==> src/rtl/cnn_conv1_pkg.sv <==
// Shared constants and types for the conv1 convolution-sum scheduler.
// Image geometry, channel count, result width, FSM state encoding and channel-select type.
`timescale 1ns/1ps
package cnn_conv1_pkg;

   localparam int WIDTH         = 28;
   localparam int HEIGHT        = 28;
   localparam int FILTER_SIZE   = 5;
   localparam int CHANNEL_LEN   = 3;
   localparam int RES_BITS      = 12;
   localparam int OUT_PER_FRAME = (WIDTH - FILTER_SIZE + 1) * (HEIGHT - FILTER_SIZE + 1);

   typedef enum logic [1:0] {
      ST_IDLE    = 2'd0,
      ST_ISSUE   = 2'd1,
      ST_COLLECT = 2'd2,
      ST_HOLD    = 2'd3
   } sched_state_t;

   typedef logic [1:0] ch_sel_t;
   typedef logic signed [RES_BITS-1:0] res_t;

   function automatic res_t relu(input res_t v);
      return (v < 0) ? '0 : v;
   endfunction

endpackage

==> src/rtl/conv1_beat_counter.sv <==
// Wrapping modulo-MODULO output-beat counter; wrap pulses combinationally on the
// increment that takes the count from MODULO-1 back to 0.
`timescale 1ns/1ps
module conv1_beat_counter #(
   parameter int MODULO = 576
) (
   input  logic clk,
   input  logic rst,
   input  logic inc,
   output logic wrap
);

   localparam int CW = $clog2(MODULO);

   logic [CW-1:0] count;

   assign wrap = inc && (count == CW'(MODULO - 1));

   always_ff @(posedge clk) begin
      if (rst) begin
         count <= '0;
      end else if (inc) begin
         count <= wrap ? '0 : count + 1'b1;
      end
   end

endmodule

==> src/rtl/conv1_calc_sched.sv <==
// Conv1 MAC scheduler: one window in, CHANNEL_LEN MAC passes issued, results gathered into one beat.
// Optional build macro CONV1_SCHED_RELU_EN clamps negative results to zero as they are stored.
`timescale 1ns/1ps
module conv1_calc_sched
   import cnn_conv1_pkg::*;
(
   input  logic                            clk,
   input  logic                            rst,
   input  logic                            win_valid,
   output logic                            win_ready,
   output logic                            calc_start,
   output logic [1:0]                      calc_ch_sel,
   input  logic                            calc_valid,
   input  logic signed [RES_BITS-1:0]      calc_result,
   output logic                            out_valid,
   input  logic                            out_ready,
   output logic [CHANNEL_LEN*RES_BITS-1:0] conv_out,
   output logic                            frame_done,
   output logic                            sched_err
);

   localparam ch_sel_t LAST_CH = ch_sel_t'(CHANNEL_LEN - 1);

   sched_state_t state;
   ch_sel_t      issue_cnt;
   ch_sel_t      collect_cnt;
   res_t         slot [CHANNEL_LEN];
   res_t         slot_wr;
   logic         collect_en;
   logic         out_fire;

   // Handshake signals derive from state alone so upstream never sees a combinational path from out_ready.
   assign win_ready  = (state == ST_IDLE);
   assign out_valid  = (state == ST_HOLD);
   assign out_fire   = out_valid && out_ready;
   assign collect_en = calc_valid && ((state == ST_ISSUE) || (state == ST_COLLECT));

`ifdef CONV1_SCHED_RELU_EN
   assign slot_wr = relu(calc_result);
`else
   assign slot_wr = calc_result;
`endif

   // NOTE: the result slots are reset like any other register because conv_out must read zero out of reset.
   always_ff @(posedge clk) begin
      if (rst) begin
         state       <= ST_IDLE;
         issue_cnt   <= '0;
         collect_cnt <= '0;
         calc_start  <= 1'b0;
         calc_ch_sel <= '0;
         sched_err   <= 1'b0;
         for (int i = 0; i < CHANNEL_LEN; i++) slot[i] <= '0;
      end else begin
         if (calc_valid && ((state == ST_IDLE) || (state == ST_HOLD))) sched_err <= 1'b1;

         if (collect_en) begin
            for (int i = 0; i < CHANNEL_LEN; i++) begin
               if (collect_cnt == ch_sel_t'(i)) slot[i] <= slot_wr;
            end
            collect_cnt <= collect_cnt + 1'b1;
         end

         case (state)
            ST_IDLE: begin
               if (win_valid) begin
                  state       <= ST_ISSUE;
                  calc_start  <= 1'b1;
                  calc_ch_sel <= '0;
                  issue_cnt   <= '0;
               end
            end
            ST_ISSUE: begin
               if (issue_cnt == LAST_CH) begin
                  state       <= ST_COLLECT;
                  calc_start  <= 1'b0;
                  calc_ch_sel <= '0;
               end else begin
                  issue_cnt   <= issue_cnt + 1'b1;
                  calc_ch_sel <= issue_cnt + 1'b1;
               end
            end
            ST_COLLECT: begin
               // Overrides the increment above so the next window starts from slot 0.
               if (calc_valid && (collect_cnt == LAST_CH)) begin
                  state       <= ST_HOLD;
                  collect_cnt <= '0;
               end
            end
            ST_HOLD: begin
               if (out_ready) state <= ST_IDLE;
            end
            default: state <= ST_IDLE;
         endcase
      end
   end

   always_comb begin
      conv_out = '0;
      for (int i = 0; i < CHANNEL_LEN; i++) conv_out[i*RES_BITS +: RES_BITS] = slot[i];
   end

   conv1_beat_counter #(
      .MODULO (OUT_PER_FRAME)
   ) u_beat_counter (
      .clk  (clk),
      .rst  (rst),
      .inc  (out_fire),
      .wrap (frame_done)
   );

endmodule

==> config.mk <==
export PLATFORM = sky130hd
export DESIGN_NAME = conv1_calc_sched
export DESIGN_NICKNAME = d
export VERILOG_FILES = /design/src/rtl/cnn_conv1_pkg.sv /design/src/rtl/conv1_beat_counter.sv /design/src/rtl/conv1_calc_sched.sv
export SDC_FILE = /design/constraint.sdc
export NUM_CORES = 1
export LEC_CHECK = 0
export CORE_MARGIN = 10
export CORE_UTILIZATION = 48
export CTS_CLUSTER_DIAMETER = 60
export DETAILED_ROUTE_END_ITERATION = 12
export PLACE_DENSITY = 0.79
export SLEW_MARGIN = 20
export SYNTH_ARGS = -nofsm -noshare
export SYNTH_HDL_FRONTEND = slang
export SYNTH_SLANG_ARGS = --single-unit
export TNS_END_PERCENT = 5
==> constraint.sdc <==
create_clock -name clk -period 2.7 [get_ports clk]
set_input_delay 0.54 -clock clk [delete_from_list [all_inputs] [get_ports clk]]
set_output_delay 0.54 -clock clk [all_outputs]
set_load 0.02 [all_outputs]
==> results of run 1 <==
## cell usage in the layout, fill, tap and decap left out, drive strengths merged, types with 2 or more instances in the layout
cell | Yosys | routed
mux2i | 2 | 2
a32oi | 2 | 2
ha | 11 | 11
nor2 | 5 | 5
dfxtp | 20 | 20
o21ai | 11 | 11
and3 | 2 | 2
and4 | 2 | 2
nor3 | 3 | 3
nand2 | 9 | 9
a21oi | 13 | 13
clkdlybuf4s50 | 0 | 59
edfxtp | 36 | 36
nand4 | 3 | 3
inv | 14 | 15
nand3 | 10 | 10
clkbuf | 3 | 5
nor2b | 2 | 2
or4 | 2 | 2
and2 | 14 | 14
or3 | 4 | 4
o31ai | 3 | 3
buf | 0 | 8
## power groups by stage
stage               Clock [mW]  Sequential [mW]  Combinational [mW]
CTS                      0.480             1.14               0.857
floorplan                    0             1.29               0.349
global placement             0             1.15               0.838
global route             0.515             1.16               0.925
finish                   0.465             1.14               0.851
detailed placement           0             1.16               0.852
## per-layer routing
layer  wire length [um]  vias up
li1                   -      819
met1               2080      791
met2               2380       52
met3                430        6
met4                 36        0
met5                  0        -
## state kept, by name (all words and copies together) (netlist names)
name                  count
calc_ch_sel               2
collect_cnt               2
state                     2
slot                     36
issue_cnt                 2
u_beat_counter.count     10
sched_err                 1
calc_start                1
## through the flow
step                area, um^2  cells
finish                    3150    323
global route              3150    323
CTS                       3140    323
detailed placement        3050    315
global placement          3050    315
floorplan                 2320    184
## how the worst max path moves through the flow
| stage | depth (start not counted) | endpoint | slack [ns] |
|---|---|---|---|
| after global placement | 4 | frame_done | 0.14 |
| after detailed placement | 4 | frame_done | 0.15 |
| after floorplan | 4 | slot[0][24] | 0.56 |
| after global routing | 3 | frame_done | 0.08 |
| final | 3 | frame_done | 0.14 |
| after CTS | 4 | frame_done | 0.09 |
## cell families (layout without fill, tap and decap cells)
| kind of cell | Yosys count | after routing |
|---|---|---|
| AO/OA/AOI/OAI | 36 | 36 |
| XOR/XNOR | 1 | 1 |
| flip-flops | 56 | 56 |
| buffers and inverters | 17 | 89 |
| multiplexers | 2 | 2 |
| adder cells (fa/ha/maj) | 11 | 11 |
| AND/OR/NAND/NOR | 61 | 61 |
## worst max-delay path, cell delays in order, from the launching register on
cell,delay [ns]
dfxtp_1,0.36
or4b_4,0.56
nor3_1,0.15
clkdlybuf4s50_1,0.64
## final cells by class
type	count	area, um^2
fillers	368	1580
clock buffers	5	68.8
flip-flops and latches	56	1480
well taps	67	83.8
repair buffers	67	651
clock inverters	3	27.5
multi-input cells	111	782
inverters	14	52.6
==> metrics.cfg, run 1 <==
[status]
status = complete, no violations

[detailed_routing]
drtIter0Drc = 68
vias = 1668
wl_per_cell_um = 15.3
drc = 0
ant_nets = 0
drt_pass1_iterations = 4
via_per_inst = 5.16
wirelength_mm = 4.93

[floorplanning]
fp.dieW_um = 89.6
die_h_um = 89.6
ios = 60
rows = 25
initial_core_util = 0.492
dieArea_mm2 = 0.00803
core_mm2 = 0.00472

[yosys]
synth_edf_count = 36
yosysTopAreaCell = edfxtp_1
syn_nets = 212
synth_xor_area_frac = 0.00377
muxShareOfSynthArea = 0.00861
synth_cell_type_count = 39
netlist_area_mm2 = 0.00232
yosys_warnings = 0
synth_top_family_by_area = simple AND/OR/NAND/NOR gates
yosys-top-cells-area = edfxtp_1 47%, dfxtp_1 17%, ha_1 5.9%
yosysTopAreaCellShare = 0.465
synth_ff_type = edfxtp_1
synth-simple-area-share = 0.157
synth_compound_area_frac = 0.107
synth_cells = 184
ys_ff_latch = 56
async_flop_share = 0
ys_seq_area_frac = 0.637
yosysMostFrequentCell = edfxtp_1
synthAdderAreaFrac = 0.0592
synth_commonest_cells = 36 x edfxtp_1, 20 x dfxtp_1, 14 x and2_1, 14 x inv_1, 13 x a21oi_1
avgSynthCellArea_um2 = 12.6

[critical_path]
path_max_fanout = 5
rrSetupSlack_ns = 0.99
worstRegToRegCells = 6
path_class = reg -> out
regToRegStartpoint = state[0]
crit_path_start_kind = flop
cp_data_arrival_time_ns = 2.02
end_kind = output pin
r2r_end = slot[0][6]
crit_start = u_beat_counter.count[7]
crit_required_ns = 2.16

[sta]
fmax_mhz = 391
timing.setup.tns_ns = 0
finalCritPeriodShare = 0.947
finalCriticalPeriod_ns = 2.56
whs_ns = 0.495
worst_slack_ns = 0.144
relSlewSlack = 0.684
clock_skew_ns = 0.00560
hold_viol_final = 0
rsz0062_at_grt = no
maxSlewViolCount = 0
setup_violations = 0
tightest_slew_ns = 0.473

[place]
port_buffers = 59
place_ws_ns = 0.154
dp_hpwl_mm = 3.76
place_congestion = 0.791

[power]
power.density_mw_per_mm2 = 780
p_sw_mw = 0.805
p_leak_nw = 1.16
power.internal_mw = 1.65
swShare = 0.328
seq_power_share = 0.464
p_clk_frac = 0.189
power.share.combinational = 0.347
power_mw = 2.45
ir_drop_mv = 0.507

[hold_path]
hold_path.class = reg -> reg
hold_path.startpoint = calc_ch_sel[1]
whs_path_depth = 2
whs_endpoint = calc_ch_sel[1]

[layout]
layout-drive-gt1-share = 0.102
syn_to_final_growth_pct = 35.4
fin_nets = 283
utilization = 0.666
insertedDiodeCount = 0

[global_routing]
grt_start_max_net_pins = 20
gr-usage-met1 = 0.137
grt-ovfl-total = 0
grt_first_pass_wirelength_mm = 7.76
use_met2 = 0.223
met3_usage = 0.0442
antenna_found_initial = 0
gr-usage-all-layers = 0.125
first_global_vias = 1624
top_usage_layer = met2

[clock_network]
post_cts.repair.setup_buffers = 0
cts-hold-fix-buffers = 0
clkLatencyLatePin_ns = 0.30
clockRootBuffer = clkbuf_8
cts_buffers = 5
htree_levels = 2
clockBufferDepth = 2
cts.sinks = 56
ctsResizeCount = 0
clk_pin_slew_ns = 0.10
cts_tree = done

[job]
drv_cap = 0

(Power assumes the default switching activity.)
==> run 2, diff against run 1 <==
--- a/config.mk
+++ b/config.mk
@@ -10,7 +10,7 @@
 export CTS_CLUSTER_DIAMETER = 60
 export DETAILED_ROUTE_END_ITERATION = 12
 export PLACE_DENSITY = 0.79
-export SLEW_MARGIN = 20
+export SLEW_MARGIN = 30
 export SYNTH_ARGS = -nofsm -noshare
 export SYNTH_HDL_FRONTEND = slang
 export SYNTH_SLANG_ARGS = --single-unit
==> results of run 2 <==
Final layout, timing and power as in run 1 (identical DEF).
==> run 3, diff against run 2 <==
--- a/config.mk
+++ b/config.mk
@@ -10,7 +10,7 @@
 export CTS_CLUSTER_DIAMETER = 60
 export DETAILED_ROUTE_END_ITERATION = 12
 export PLACE_DENSITY = 0.79
-export SLEW_MARGIN = 30
+export REMOVE_ABC_BUFFERS = 1
 export SYNTH_ARGS = -nofsm -noshare
 export SYNTH_HDL_FRONTEND = slang
 export SYNTH_SLANG_ARGS = --single-unit
==> run 3 against run 2 <==
Effect of this change: combinational power shrank 1%; die area is the same; worst hold slack lost 0.012 ns; sequential share of layout area grew 0.11 points; wire length shrank 3.0%; non-clock buffer count shrank 1; via count shrank 0.72%; first-iteration DRC count shrank 2.9%; fmax grew 0.42%; clock power is essentially flat; total power shrank 0.29%; critical endpoint unchanged.
==> metrics.cfg, run 3 (synthesis results as in run 1) <==
[floorplanning]
fp.dieW_um = 89.6
ios = 60
initial_core_util = 0.492
dieArea_mm2 = 0.00803
core_mm2 = 0.00472
rows = 25
die_h_um = 89.6

[layout]
largest_register_ffs = 36
insertedDiodeCount = 0
layout-drive-gt1-share = 0.0980
mostFrequentLayoutCell = clkdlybuf4s50_1
fin_nets = 282
syn_to_final_growth_pct = 35.0
mostFrequentLayoutCells = 59 x clkdlybuf4s50_1, 36 x edfxtp_1, 20 x dfxtp_1
regMostFlops = slot
utilization = 0.665
top_regs = slot x36, u_beat_counter.count x10

[clock_network]
clk_pin_slew_ns = 0.10
clkLatencyLatePin_ns = 0.30
clockBufferDepth = 2
cts_tree = done
cts_buffers = 5
clockRootBuffer = clkbuf_8
cts-hold-fix-buffers = 0
cts.sinks = 56
htree_levels = 2

[critical_path]
path_class = in -> out
crit_required_ns = 2.16
r2r_end = u_beat_counter.count[1]
worstRegToRegCells = 5
critPathSlowestCell = clkdlybuf4s50_1
cp_cell_sequence = clkdlybuf4s50_1 -> nand4_4 -> nor3_1 -> clkdlybuf4s50_1
crit_start = out_ready
end_kind = output pin
cp_data_arrival_time_ns = 2.01
rrSetupSlack_ns = 0.98
critPathMostFrequentCell = clkdlybuf4s50_1
path_max_fanout = 2
crit_path_start_kind = input pin
regToRegStartpoint = state[0]
cpPeakStageDelay_ns = 0.63
crit_end = frame_done

[detailed_routing]
wl_per_cell_um = 14.8
wirelength_mm = 4.78
ant_nets = 0
vias = 1656
drt_pass1_iterations = 4
drtIter0Drc = 66
drc = 0
via_per_inst = 5.14

[sta]
finalCritPeriodShare = 0.943
fmax_mhz = 393
rsz0062_at_grt = no
setup_violations = 0
tightest_slew_ns = 0.489
clock_skew_ns = 0.00802
relSlewSlack = 0.674
finalCriticalPeriod_ns = 2.55
hold_viol_final = 0
maxSlewViolCount = 0
timing.setup.tns_ns = 0

[power]
seq_power_share = 0.465
power.density_mw_per_mm2 = 779
power.share.combinational = 0.344
p_leak_nw = 1.15
p_sw_mw = 0.799
ir_drop_mv = 0.595
p_clk_frac = 0.191
power.internal_mw = 1.65
swShare = 0.327

[place]
place_congestion = 0.755
dp_hpwl_mm = 3.61
port_buffers = 59

[global_routing]
grt_start_max_net_pins = 20
gr-usage-all-layers = 0.120
grt-ovfl-total = 0
antenna_found_initial = 0
grt_first_pass_wirelength_mm = 7.52
first_global_vias = 1594

[hold_path]
hold_path.startpoint = sched_err
hold_path.class = reg -> reg

[status]
status = complete, no violations

[job]
drv_cap = 0

run 3: final cells by class:
class                      count  area (um^2)
fill                         343         1580
sequential                    56         1480
multi-input combinational    111          782
timing repair buffer          66          643
tap                           67         83.8
clock buffer                   5         68.8
inverter                      14         52.6
clock inverter                 3         27.5
run 3: power groups by stage:
| stage | clock [mW] | sequential [mW] | combinational (mW) |
|---|---|---|---|
| after floorplan | 0 | 1.29 | 0.345 |
| after global placement | 0 | 1.15 | 0.835 |
| after detailed placement | 0 | 1.16 | 0.845 |
| after CTS | 0.488 | 1.14 | 0.850 |
| after global routing | 0.521 | 1.16 | 0.922 |
| final | 0.468 | 1.14 | 0.840 |
run 3: timing repair:
item                       4_1_cts  5_1_grt
setup buffers                    0        0
gates resized for setup          0        1
setup endpoints to repair        0        1
run 3: routing by layer:
metal / wire length (um) / GRT usage
met1: 1950 / 0.137
met4: 41 / 0.0347
met5: 0 / 0
met3: 610 / 0.0442
met2: 2180 / 0.206
run 3: through the flow:
step	hold slack [ns]	setup WS (ns)	cells	total power, mW	area, um^2
floorplan	0.461	0.563	181	1.64	2310
global placement	0.453	0.138	314	1.99	3040
detailed placement	0.463	0.134	314	2.00	3040
CTS	0.490	0.0960	322	2.48	3140
global route	0.515	0.0313	322	2.60	3140
finish	0.484	0.155	322	2.45	3140
run 3: worst max-delay path: cells and delay by family:
kind,cells,cell delay [ns]
buffers and inverters,2,1.15
AND/OR/NAND/NOR,2,0.31
run 3: worst min-delay path by stage:
stage                                    endpoint  slack (ns)  cells past startpoint
after floorplan           u_beat_counter.count[8]        0.46                      2
after global placement                  sched_err        0.45                      2
after detailed placement                sched_err        0.46                      2
after CTS                               sched_err        0.49                      2
after global routing                    sched_err        0.51                      2
final                                   sched_err        0.48                      2
